File: src/rtl/char_renderer_if.sv
// char_renderer_if -- bundle of every non-clock signal of the character renderer.
//   start/char_x/char_y  : render request from the host (host -> renderer)
//   busy/done            : render status (renderer -> host)
//   glyph_x/glyph_y      : offsets presented to the glyph decoder (renderer -> decoder)
//   glyph_colour/_enable : combinational decoder answer (decoder -> renderer)
//   vga_x/vga_y/vga_colour/plot, plot_ready : pixel write port with ready handshake
// The master modport is the environment (host + decoder + frame buffer);
// the slave modport is the renderer itself.
interface char_renderer_if;
  logic       start;
  logic [7:0] char_x;
  logic [7:0] char_y;
  logic       busy;
  logic       done;
  logic [7:0] glyph_x;
  logic [7:0] glyph_y;
  logic [5:0] glyph_colour;
  logic       glyph_enable;
  logic [7:0] vga_x;
  logic [7:0] vga_y;
  logic [5:0] vga_colour;
  logic       plot;
  logic       plot_ready;

  modport master (
    output start, char_x, char_y, glyph_colour, glyph_enable, plot_ready,
    input  busy, done, glyph_x, glyph_y, vga_x, vga_y, vga_colour, plot
  );

  modport slave (
    input  start, char_x, char_y, glyph_colour, glyph_enable, plot_ready,
    output busy, done, glyph_x, glyph_y, vga_x, vga_y, vga_colour, plot
  );
endinterface

File: src/rtl/char_renderer.sv
// char_renderer -- walks one CELL_W x CELL_H glyph cell in raster order and
// emits one pixel write per visible offset (or per offset when BG_FILL=1).
// Ports:
//   clock  : sole clock, rising edge
//   resetn : asynchronous active-low reset
//   bus    : char_renderer_if.slave (request, status, glyph decoder, pixel write)
// Every output is a register. Each pixel costs a FETCH cycle (offsets stable
// at the decoder) and a PLOT cycle (write presented, held until accepted).
module char_renderer #(
  parameter int          CELL_W    = 8,
  parameter int          CELL_H    = 10,
  parameter int          BG_FILL   = 0,
  parameter logic [5:0]  BG_COLOUR = 6'b000000
) (
  input  logic           clock,
  input  logic           resetn,
  char_renderer_if.slave bus
);

  localparam logic [7:0] LAST_COL = 8'(CELL_W - 1);
  localparam logic [7:0] LAST_ROW = 8'(CELL_H - 1);

  typedef enum logic [1:0] {IDLE, FETCH, PLOT, DONE} state_t;

  state_t     state, state_n;
  logic [7:0] cx, cx_n, cy, cy_n;
  logic [7:0] col, col_n, row, row_n;
  logic [7:0] gx, gx_n, gy, gy_n;
  logic [7:0] vx, vx_n, vy, vy_n;
  logic [5:0] vc, vc_n;
  logic       plot, plot_n;
  logic       busy, busy_n;
  logic       done, done_n;

  // Position of the following pixel in raster order (col fastest).
  logic       last_col, last_row;
  logic [7:0] adv_col, adv_row;
  assign last_col = (col == LAST_COL);
  assign last_row = (row == LAST_ROW);
  assign adv_col  = last_col ? 8'd0 : col + 8'd1;
  assign adv_row  = last_col ? row + 8'd1 : row;

  // A PLOT cycle completes on a handshake, or immediately for a skipped pixel.
  logic plot_done;
  assign plot_done = !plot || bus.plot_ready;

  always_ff @(posedge clock or negedge resetn) begin
    if (!resetn) state <= IDLE;
    else         state <= state_n;
  end

  always_comb begin
    state_n = state;
    cx_n    = cx;
    cy_n    = cy;
    col_n   = col;
    row_n   = row;
    gx_n    = gx;
    gy_n    = gy;
    vx_n    = vx;
    vy_n    = vy;
    vc_n    = vc;
    plot_n  = plot;
    busy_n  = busy;
    done_n  = 1'b0;
    case (state)
      IDLE: begin
        if (bus.start) begin
          state_n = FETCH;
          cx_n    = bus.char_x;
          cy_n    = bus.char_y;
          col_n   = 8'd0;
          row_n   = 8'd0;
          gx_n    = 8'd0;
          gy_n    = 8'd0;
          busy_n  = 1'b1;
        end
      end
      FETCH: begin
        // Decoder output is valid now because glyph_x/y were registered on
        // the edge that entered FETCH.
        state_n = PLOT;
        vx_n    = cx + col;
        vy_n    = cy + row;
        if (bus.glyph_enable) begin
          vc_n   = bus.glyph_colour;
          plot_n = 1'b1;
        end else if (BG_FILL != 0) begin
          vc_n   = BG_COLOUR;
          plot_n = 1'b1;
        end else begin
          plot_n = 1'b0;
        end
      end
      PLOT: begin
        if (plot_done) begin
          plot_n = 1'b0;
          if (last_col && last_row) begin
            state_n = DONE;
            busy_n  = 1'b0;
            done_n  = 1'b1;
          end else begin
            state_n = FETCH;
            col_n   = adv_col;
            row_n   = adv_row;
            gx_n    = adv_col;
            gy_n    = adv_row;
          end
        end
      end
      DONE: begin
        state_n = IDLE;
      end
      default: state_n = IDLE;
    endcase
  end

  always_ff @(posedge clock or negedge resetn) begin
    if (!resetn) begin
      cx   <= 8'd0;
      cy   <= 8'd0;
      col  <= 8'd0;
      row  <= 8'd0;
      gx   <= 8'd0;
      gy   <= 8'd0;
      vx   <= 8'd0;
      vy   <= 8'd0;
      vc   <= 6'd0;
      plot <= 1'b0;
      busy <= 1'b0;
      done <= 1'b0;
    end else begin
      cx   <= cx_n;
      cy   <= cy_n;
      col  <= col_n;
      row  <= row_n;
      gx   <= gx_n;
      gy   <= gy_n;
      vx   <= vx_n;
      vy   <= vy_n;
      vc   <= vc_n;
      plot <= plot_n;
      busy <= busy_n;
      done <= done_n;
    end
  end

  assign bus.glyph_x    = gx;
  assign bus.glyph_y    = gy;
  assign bus.vga_x      = vx;
  assign bus.vga_y      = vy;
  assign bus.vga_colour = vc;
  assign bus.plot       = plot;
  assign bus.busy       = busy;
  assign bus.done       = done;

endmodule

File: src/flat_wrapper.sv
// flat-port wrapper written by rule: the top's interface ports become plain ports
module char_renderer_flat 
#(
  parameter int          CELL_W    = 8,
  parameter int          CELL_H    = 10,
  parameter int          BG_FILL   = 0,
  parameter logic [5:0]  BG_COLOUR = 6'b000000
)
  (clock, resetn, bus_start, bus_char_x, bus_char_y, bus_glyph_colour, bus_glyph_enable, bus_plot_ready, bus_busy, bus_done, bus_glyph_x, bus_glyph_y, bus_vga_x, bus_vga_y, bus_vga_colour, bus_plot);
  char_renderer_if bus_i ();
  input  logic clock;
  input  logic resetn;
  input wire logic [$bits(bus_i.start)-1:0] bus_start;
  input wire logic [$bits(bus_i.char_x)-1:0] bus_char_x;
  input wire logic [$bits(bus_i.char_y)-1:0] bus_char_y;
  input wire logic [$bits(bus_i.glyph_colour)-1:0] bus_glyph_colour;
  input wire logic [$bits(bus_i.glyph_enable)-1:0] bus_glyph_enable;
  input wire logic [$bits(bus_i.plot_ready)-1:0] bus_plot_ready;
  output wire logic [$bits(bus_i.busy)-1:0] bus_busy;
  output wire logic [$bits(bus_i.done)-1:0] bus_done;
  output wire logic [$bits(bus_i.glyph_x)-1:0] bus_glyph_x;
  output wire logic [$bits(bus_i.glyph_y)-1:0] bus_glyph_y;
  output wire logic [$bits(bus_i.vga_x)-1:0] bus_vga_x;
  output wire logic [$bits(bus_i.vga_y)-1:0] bus_vga_y;
  output wire logic [$bits(bus_i.vga_colour)-1:0] bus_vga_colour;
  output wire logic [$bits(bus_i.plot)-1:0] bus_plot;
  assign bus_i.start = bus_start;
  assign bus_i.char_x = bus_char_x;
  assign bus_i.char_y = bus_char_y;
  assign bus_i.glyph_colour = bus_glyph_colour;
  assign bus_i.glyph_enable = bus_glyph_enable;
  assign bus_i.plot_ready = bus_plot_ready;
  assign bus_busy = bus_i.busy;
  assign bus_done = bus_i.done;
  assign bus_glyph_x = bus_i.glyph_x;
  assign bus_glyph_y = bus_i.glyph_y;
  assign bus_vga_x = bus_i.vga_x;
  assign bus_vga_y = bus_i.vga_y;
  assign bus_vga_colour = bus_i.vga_colour;
  assign bus_plot = bus_i.plot;
  char_renderer #(.CELL_W(CELL_W), .CELL_H(CELL_H), .BG_FILL(BG_FILL), .BG_COLOUR(BG_COLOUR)) u_core (.clock(clock), .resetn(resetn), .bus(bus_i));
endmodule
File: config.mk
export PLATFORM = sky130hd
export DESIGN_NAME = char_renderer_flat
export DESIGN_NICKNAME = d
export VERILOG_FILES = /design/src/rtl/char_renderer_if.sv /design/src/rtl/char_renderer.sv /design/src/flat_wrapper.sv
export SDC_FILE = /design/constraint.sdc
export NUM_CORES = 1
export LEC_CHECK = 0
export CORE_ASPECT_RATIO = 1.2
export CORE_MARGIN = 10
export CORE_UTILIZATION = 45
export CTS_BUF_LIST = sky130_fd_sc_hd__clkbuf_8
export DETAILED_ROUTE_END_ITERATION = 12
export GPL_ROUTABILITY_DRIVEN = 0
export PLACE_DENSITY = 0.73
export SLEW_MARGIN = 15
export SYNTH_ARGS = -nofsm -noshare
export SYNTH_HDL_FRONTEND = slang
export SYNTH_SLANG_ARGS = --single-unit
File: constraint.sdc
create_clock -name clock -period 3.1 [get_ports clock]
set_input_delay 0.775 -clock clock [delete_from_list [all_inputs] [get_ports clock]]
set_output_delay 0.775 -clock clock [all_outputs]
set_load 0.05 [all_outputs]
==> results.cfg, run 1 <==
[status]
status = complete, no violations

[sta]
final_hold_viol_count = 0
tns_ns = 0
skew_ns = 0.00702
worstMarginPinSlew_ns = 0.728
period_share = 0.814
period_needed_ns = 2.52
drv_slew = 0
hold_ws_ns = 0.478
layout_setup_ws_ns = 0.578
relSlewSlack = 0.515
grt_setup_unrepaired = false
finalSetupViolCount = 0
fmax_ghz = 0.397

[placement]
port_buffers = 67
dp_worst_setup_slack_ns = 0.358
placedCellCount = 456
hpwl_um = 5430

[synthesis]
yosys.area.top_type = dfrtp_1
ys_ff_latch = 59
async_reset_ff_frac = 1.00
ys_types = 44
syn_inst = 312
netlist_area_mm2 = 0.00304
ys.flop_type = dfrtp_1
synth_area_per_cell_um2 = 9.73
yosysWarnings = 0
syn_nets = 358
synth_area_leaders = dfrtp_1, nand2_1, ha_1
synth.top_cell.area_share = 0.486
ys_seq_area_frac = 0.486
synth_edf_count = 0

[grt]
antenna_found_initial = 0
grt_pass1_wl_um = 11800
grt-ovfl-total = 0
grt_max_degree = 60
grt_usage = 0.142
grt_pass1_vias = 2470

[worst_setup_path]
critPathLaunchType = flip-flop
required_ns = 2.32
crit_fanout = 8
critPathKind = reg2out
max_stage_delay_ns = 0.88
end_kind = output pin
slowest_stage = clkdlybuf4s50_1
worstPathArrival_ns = 1.75
crit_family = buffers and inverters
path_cells = clkdlybuf4s50_1
worst-path-buf-inv = 1

[floorplan]
core-area_mm2 = 0.00649
dieArea_mm2 = 0.0104
start_util = 0.468
die_y_um = 110
fp.dieW_um = 95.0
row_count = 32
pin_count = 68

[power_and_ir_drop]
powerDensity_mw_per_mm2 = 911
vdd_ir_drop_max_uv = 511
p_leak_nw = 1.80

[routing]
viasPerCell = 5.25
drtAntennaViolNets = 0
drcViolationCount = 0
dr.pass1.iters = 4
vias = 2478
wl_um = 7260
first_iter_violations = 101
drt-wirelength-per-cell_um = 15.4

[cts]
post-cts-setup-buffer-count = 0
cts.sinks = 59
cts_tree = done
cts-root-buf = clkbuf_8
cts_max_path_buffers = 2
numCtsBuffers = 9
clk_latency_ns = 0.33
htreeDepth = 3
clk_pin_slew_ns = 0.07
postCtsHoldBufs = 0
post_cts_resized = 0

[final_layout]
layout-drive-gt1-share = 0.0879
nets = 428
final_cells = 472
antennaDiodeCount = 0
final_core_util = 0.610
synthToLayoutAreaGrowth_pct = 30.2

[run]
maxCapViolCount = 0

[worst_hold_path]
hold_path_class = reg2reg
## kinds of logic after synthesis
family	synth area share
xor+xnor	0.0519
compound gates	0.129
buf+inv	0.0239
simple gates	0.189
flops	0.486
fa+ha+maj	0.0832
mux	0.0371
## cell type report
class | count | area [um2]
inverters | 6 | 22.5
fillers | 550 | 2530
clock inverters | 5 | 21.3
repair buffers | 70 | 688
multi-input cells | 236 | 1490
clock buffers | 11 | 151
flip-flops and latches | 59 | 1480
well taps | 85 | 106
## cells in the final DEF, fill, tap and decap left out, drive strengths merged, types with 10 or more instances in the layout
| master | n |
|---|---|
| clkbuf | 11 |
| nor2 | 18 |
| nand2 | 69 |
| a21oi | 16 |
| xnor2 | 10 |
| o21ai | 34 |
| ha | 17 |
| dfrtp | 59 |
| mux2 | 10 |
| clkdlybuf4s50 | 66 |
## worst paths after layout
path / start / endpoint / slack, ns / cells past startpoint
min reg2reg: u_core.bus.vga_y[3] / u_core.bus.vga_y[3] / 0.48 / 2
min: u_core.bus.vga_y[3] / u_core.bus.vga_y[3] / 0.48 / 2
min in group asynchronous: resetn / u_core.bus.vga_x[0] / 0.60 / 2
max in group asynchronous: resetn / u_core.row[6] / 2.03 / 2
max reg2reg: u_core.row[0] / u_core.bus.vga_y[6] / 0.95 / 7
max: u_core.col[3] / bus_glyph_x[3] / 0.58 / 1
## worst min-delay path, cell delays in order (launching register included)
cell and delay [ns]:
dfrtp_1 0.34, nand2_1 0.04, o21ai_0 0.06
## synth_stat cells, types with 3 or more instances
cell      count
a21o_1        4
a21oi_1      15
and3_1        3
clkbuf_1      9
dfrtp_1      59
ha_1         17
inv_1         5
mux2_2       10
nand2_1      69
nand2b_1      3
nand3_1       4
nand4_1       7
nor2_1       18
nor4_1        3
o21ai_0      33
or3_1         3
xnor2_1      10
xor2_1        8
## layer usage
| layer | GRT usage | vias up | part of all wire |
|---|---|---|---|
| met5 | 0 | - | 0 |
| met4 | 0.0653 | 0 | 0.021 |
| met3 | 0.0277 | 13 | 0.062 |
| met2 | 0.230 | 55 | 0.47 |
| met1 | 0.179 | 1191 | 0.45 |
| li1 | - | 1219 | - |
## where the power goes
group	switching [mW]	internal (mW)
Sequential	0.197	1.04
Clock	0.289	0.322
Combinational	1.12	0.633
## state kept, by name, indices dropped and copies added (netlist names)
register and count:
u_core.bus.vga_x 8, u_core.state 2, u_core.bus.plot 1, u_core.cx 8, u_core.row 8, u_core.col 8, u_core.bus.done 1, u_core.cy 8
u_core.bus.busy 1, u_core.bus.vga_colour 6, u_core.bus.vga_y 8
## stage by stage
stage	power, mW	cell area (um2)
after floorplan	2.46	3040
after global placement	2.98	3780
after detailed placement	3.02	3780
after CTS	3.63	3950
after global routing	3.84	3950
final	3.60	3950
Power figures use the tool's default switching activity.
==> inputs of run 2 (changes only) <==
==> constraint.sdc (replaced) <==
create_clock -name clock -period 2.5 [get_ports clock]
set_input_delay 0.625 -clock clock [delete_from_list [all_inputs] [get_ports clock]]
set_output_delay 0.625 -clock clock [all_outputs]
set_load 0.05 [all_outputs]
==> run 2 against run 1 <==
First-iteration DRC count rose by 3.0%. Sequential share of layout area fell by 0.27 points. Flip-flop and latch count did not move. Register-to-register slack got worse by 0.65 ns. Die area did not move. Critical path depth did not move. Final area rose by 0.73%. Non-clock buffer count rose by 3. Via count fell by 1.5%. Clock skew barely moved. Critical path type unchanged. Highest routed layer unchanged.
==> results.cfg, run 2 (synthesized netlist as in run 1, its figures left out) <==
[worst_setup_path]
worstReg2RegEnd = u_core.bus.vga_y[6]
required_ns = 1.88
path_cells = clkdlybuf4s50_1
r2r-start = u_core.row[0]
worst-path-buf-inv = 1
cp-endpoint = bus_glyph_y[1]
crit_fanout = 8
worstPathArrival_ns = 1.76
slowest_stage = clkdlybuf4s50_1
crit_cells = 1
crit_family = buffers and inverters
critPathKind = reg2out
end_kind = output pin
startpoint = u_core.row[1]
critPathLaunchType = flip-flop
max_stage_delay_ns = 0.88
r2r_slack_ns = 0.30
reg2reg_depth = 7

[floorplan]
pin_count = 68
fp.dieW_um = 95.0
start_util = 0.468
core-area_mm2 = 0.00649
die_y_um = 110
row_count = 32
dieArea_mm2 = 0.0104

[final_layout]
synthToLayoutAreaGrowth_pct = 31.1
final_common_cell = nand2_1
nets = 431
layout-drive-gt1-share = 0.0979
antennaDiodeCount = 0
layout_common_cells = nand2_1, clkdlybuf4s50_1, dfrtp_1

[sta]
skew_ns = 0.00693
worstMarginPinSlew_ns = 0.527
drv_slew = 0
layout_setup_ws_ns = 0.114
fmax_ghz = 0.419
final_hold_viol_count = 0
grt_setup_unrepaired = false
period_share = 0.955
hold_ws_ns = 0.172
period_needed_ns = 2.39
relSlewSlack = 0.647
finalSetupViolCount = 0
tns_ns = 0

[routing]
viasPerCell = 5.16
wl_um = 7400
drcViolationCount = 0
vias = 2440
drt-wirelength-per-cell_um = 15.6
drtAntennaViolNets = 0
dr.pass1.iters = 4
first_iter_violations = 104

[worst_hold_path]
hold_path_class = in2async

[power_and_ir_drop]
p_leak_nw = 1.81
vdd_ir_drop_max_uv = 524
power.total_mw = 4.49
powerDensity_mw_per_mm2 = 1130

[grt]
grt_max_degree = 50
grt_usage = 0.148
grt_pass1_wl_um = 12100
grt-ovfl-total = 0
antenna_found_initial = 0
grt_pass1_vias = 2426

[cts]
clk_latency_ns = 0.34
cts_tree = done
post_cts_resized = 0
htreeDepth = 3
cts.sinks = 59
numCtsBuffers = 9
cts-root-buf = clkbuf_8
cts_max_path_buffers = 2
post-cts-setup-buffer-count = 0
clk_pin_slew_ns = 0.06
postCtsHoldBufs = 0

[placement]
hpwl_um = 5580
port_buffers = 67
dp_worst_setup_slack_ns = 0.0957

[status]
status = complete, no violations

[run]
maxCapViolCount = 0
==> run 2: worst min path at each step <==
stage | cells past startpoint | start | to | slack, ns
final | 1 | resetn | u_core.bus.vga_x[0] | 0.17
after global routing | 1 | resetn | u_core.cx[7] | 0.18
after CTS | 1 | resetn | u_core.cx[7] | 0.17
after detailed placement | 2 | u_core.cx[5] | u_core.cx[5] | 0.47
after global placement | 2 | u_core.bus.vga_x[6] | u_core.bus.vga_x[6] | 0.46
after floorplan | 0 | resetn | u_core.bus.busy | 0.33
==> run 2: routing by layer <==
layer,track usage,share of wire,vias up
met2,0.232,0.47,58
met5,0,0,-
met3,0.0399,0.058,12
li1,-,-,1227
met4,0.0771,0.025,0
met1,0.185,0.44,1143
==> run 2: stage by stage <==
stage | utilization | instances | area (um2)
floorplan | - | 312 | 3040
global placement | 0.588 | 459 | 3820
detailed placement | 0.588 | 459 | 3820
CTS | 0.614 | 473 | 3980
global route | 0.614 | 473 | 3980
finish | 0.614 | 473 | 3980
==> run 2: area by class of cell <==
type | instances | area [um2]
inverter | 6 | 22.5
multi-input combinational | 236 | 1490
clock inverter | 3 | 15.0
clock buffer | 11 | 151
sequential | 59 | 1480
tap | 85 | 106
fill | 571 | 2500
timing repair buffer | 73 | 723
==> run 2: where the power goes <==
group | switching (mW) | total (mW) | leakage, nW | internal (mW)
logic | 1.41 | 2.22 | 0.963 | 0.814
clock network | 0.354 | 0.751 | 0.0908 | 0.397
registers | 0.228 | 1.52 | 0.753 | 1.29
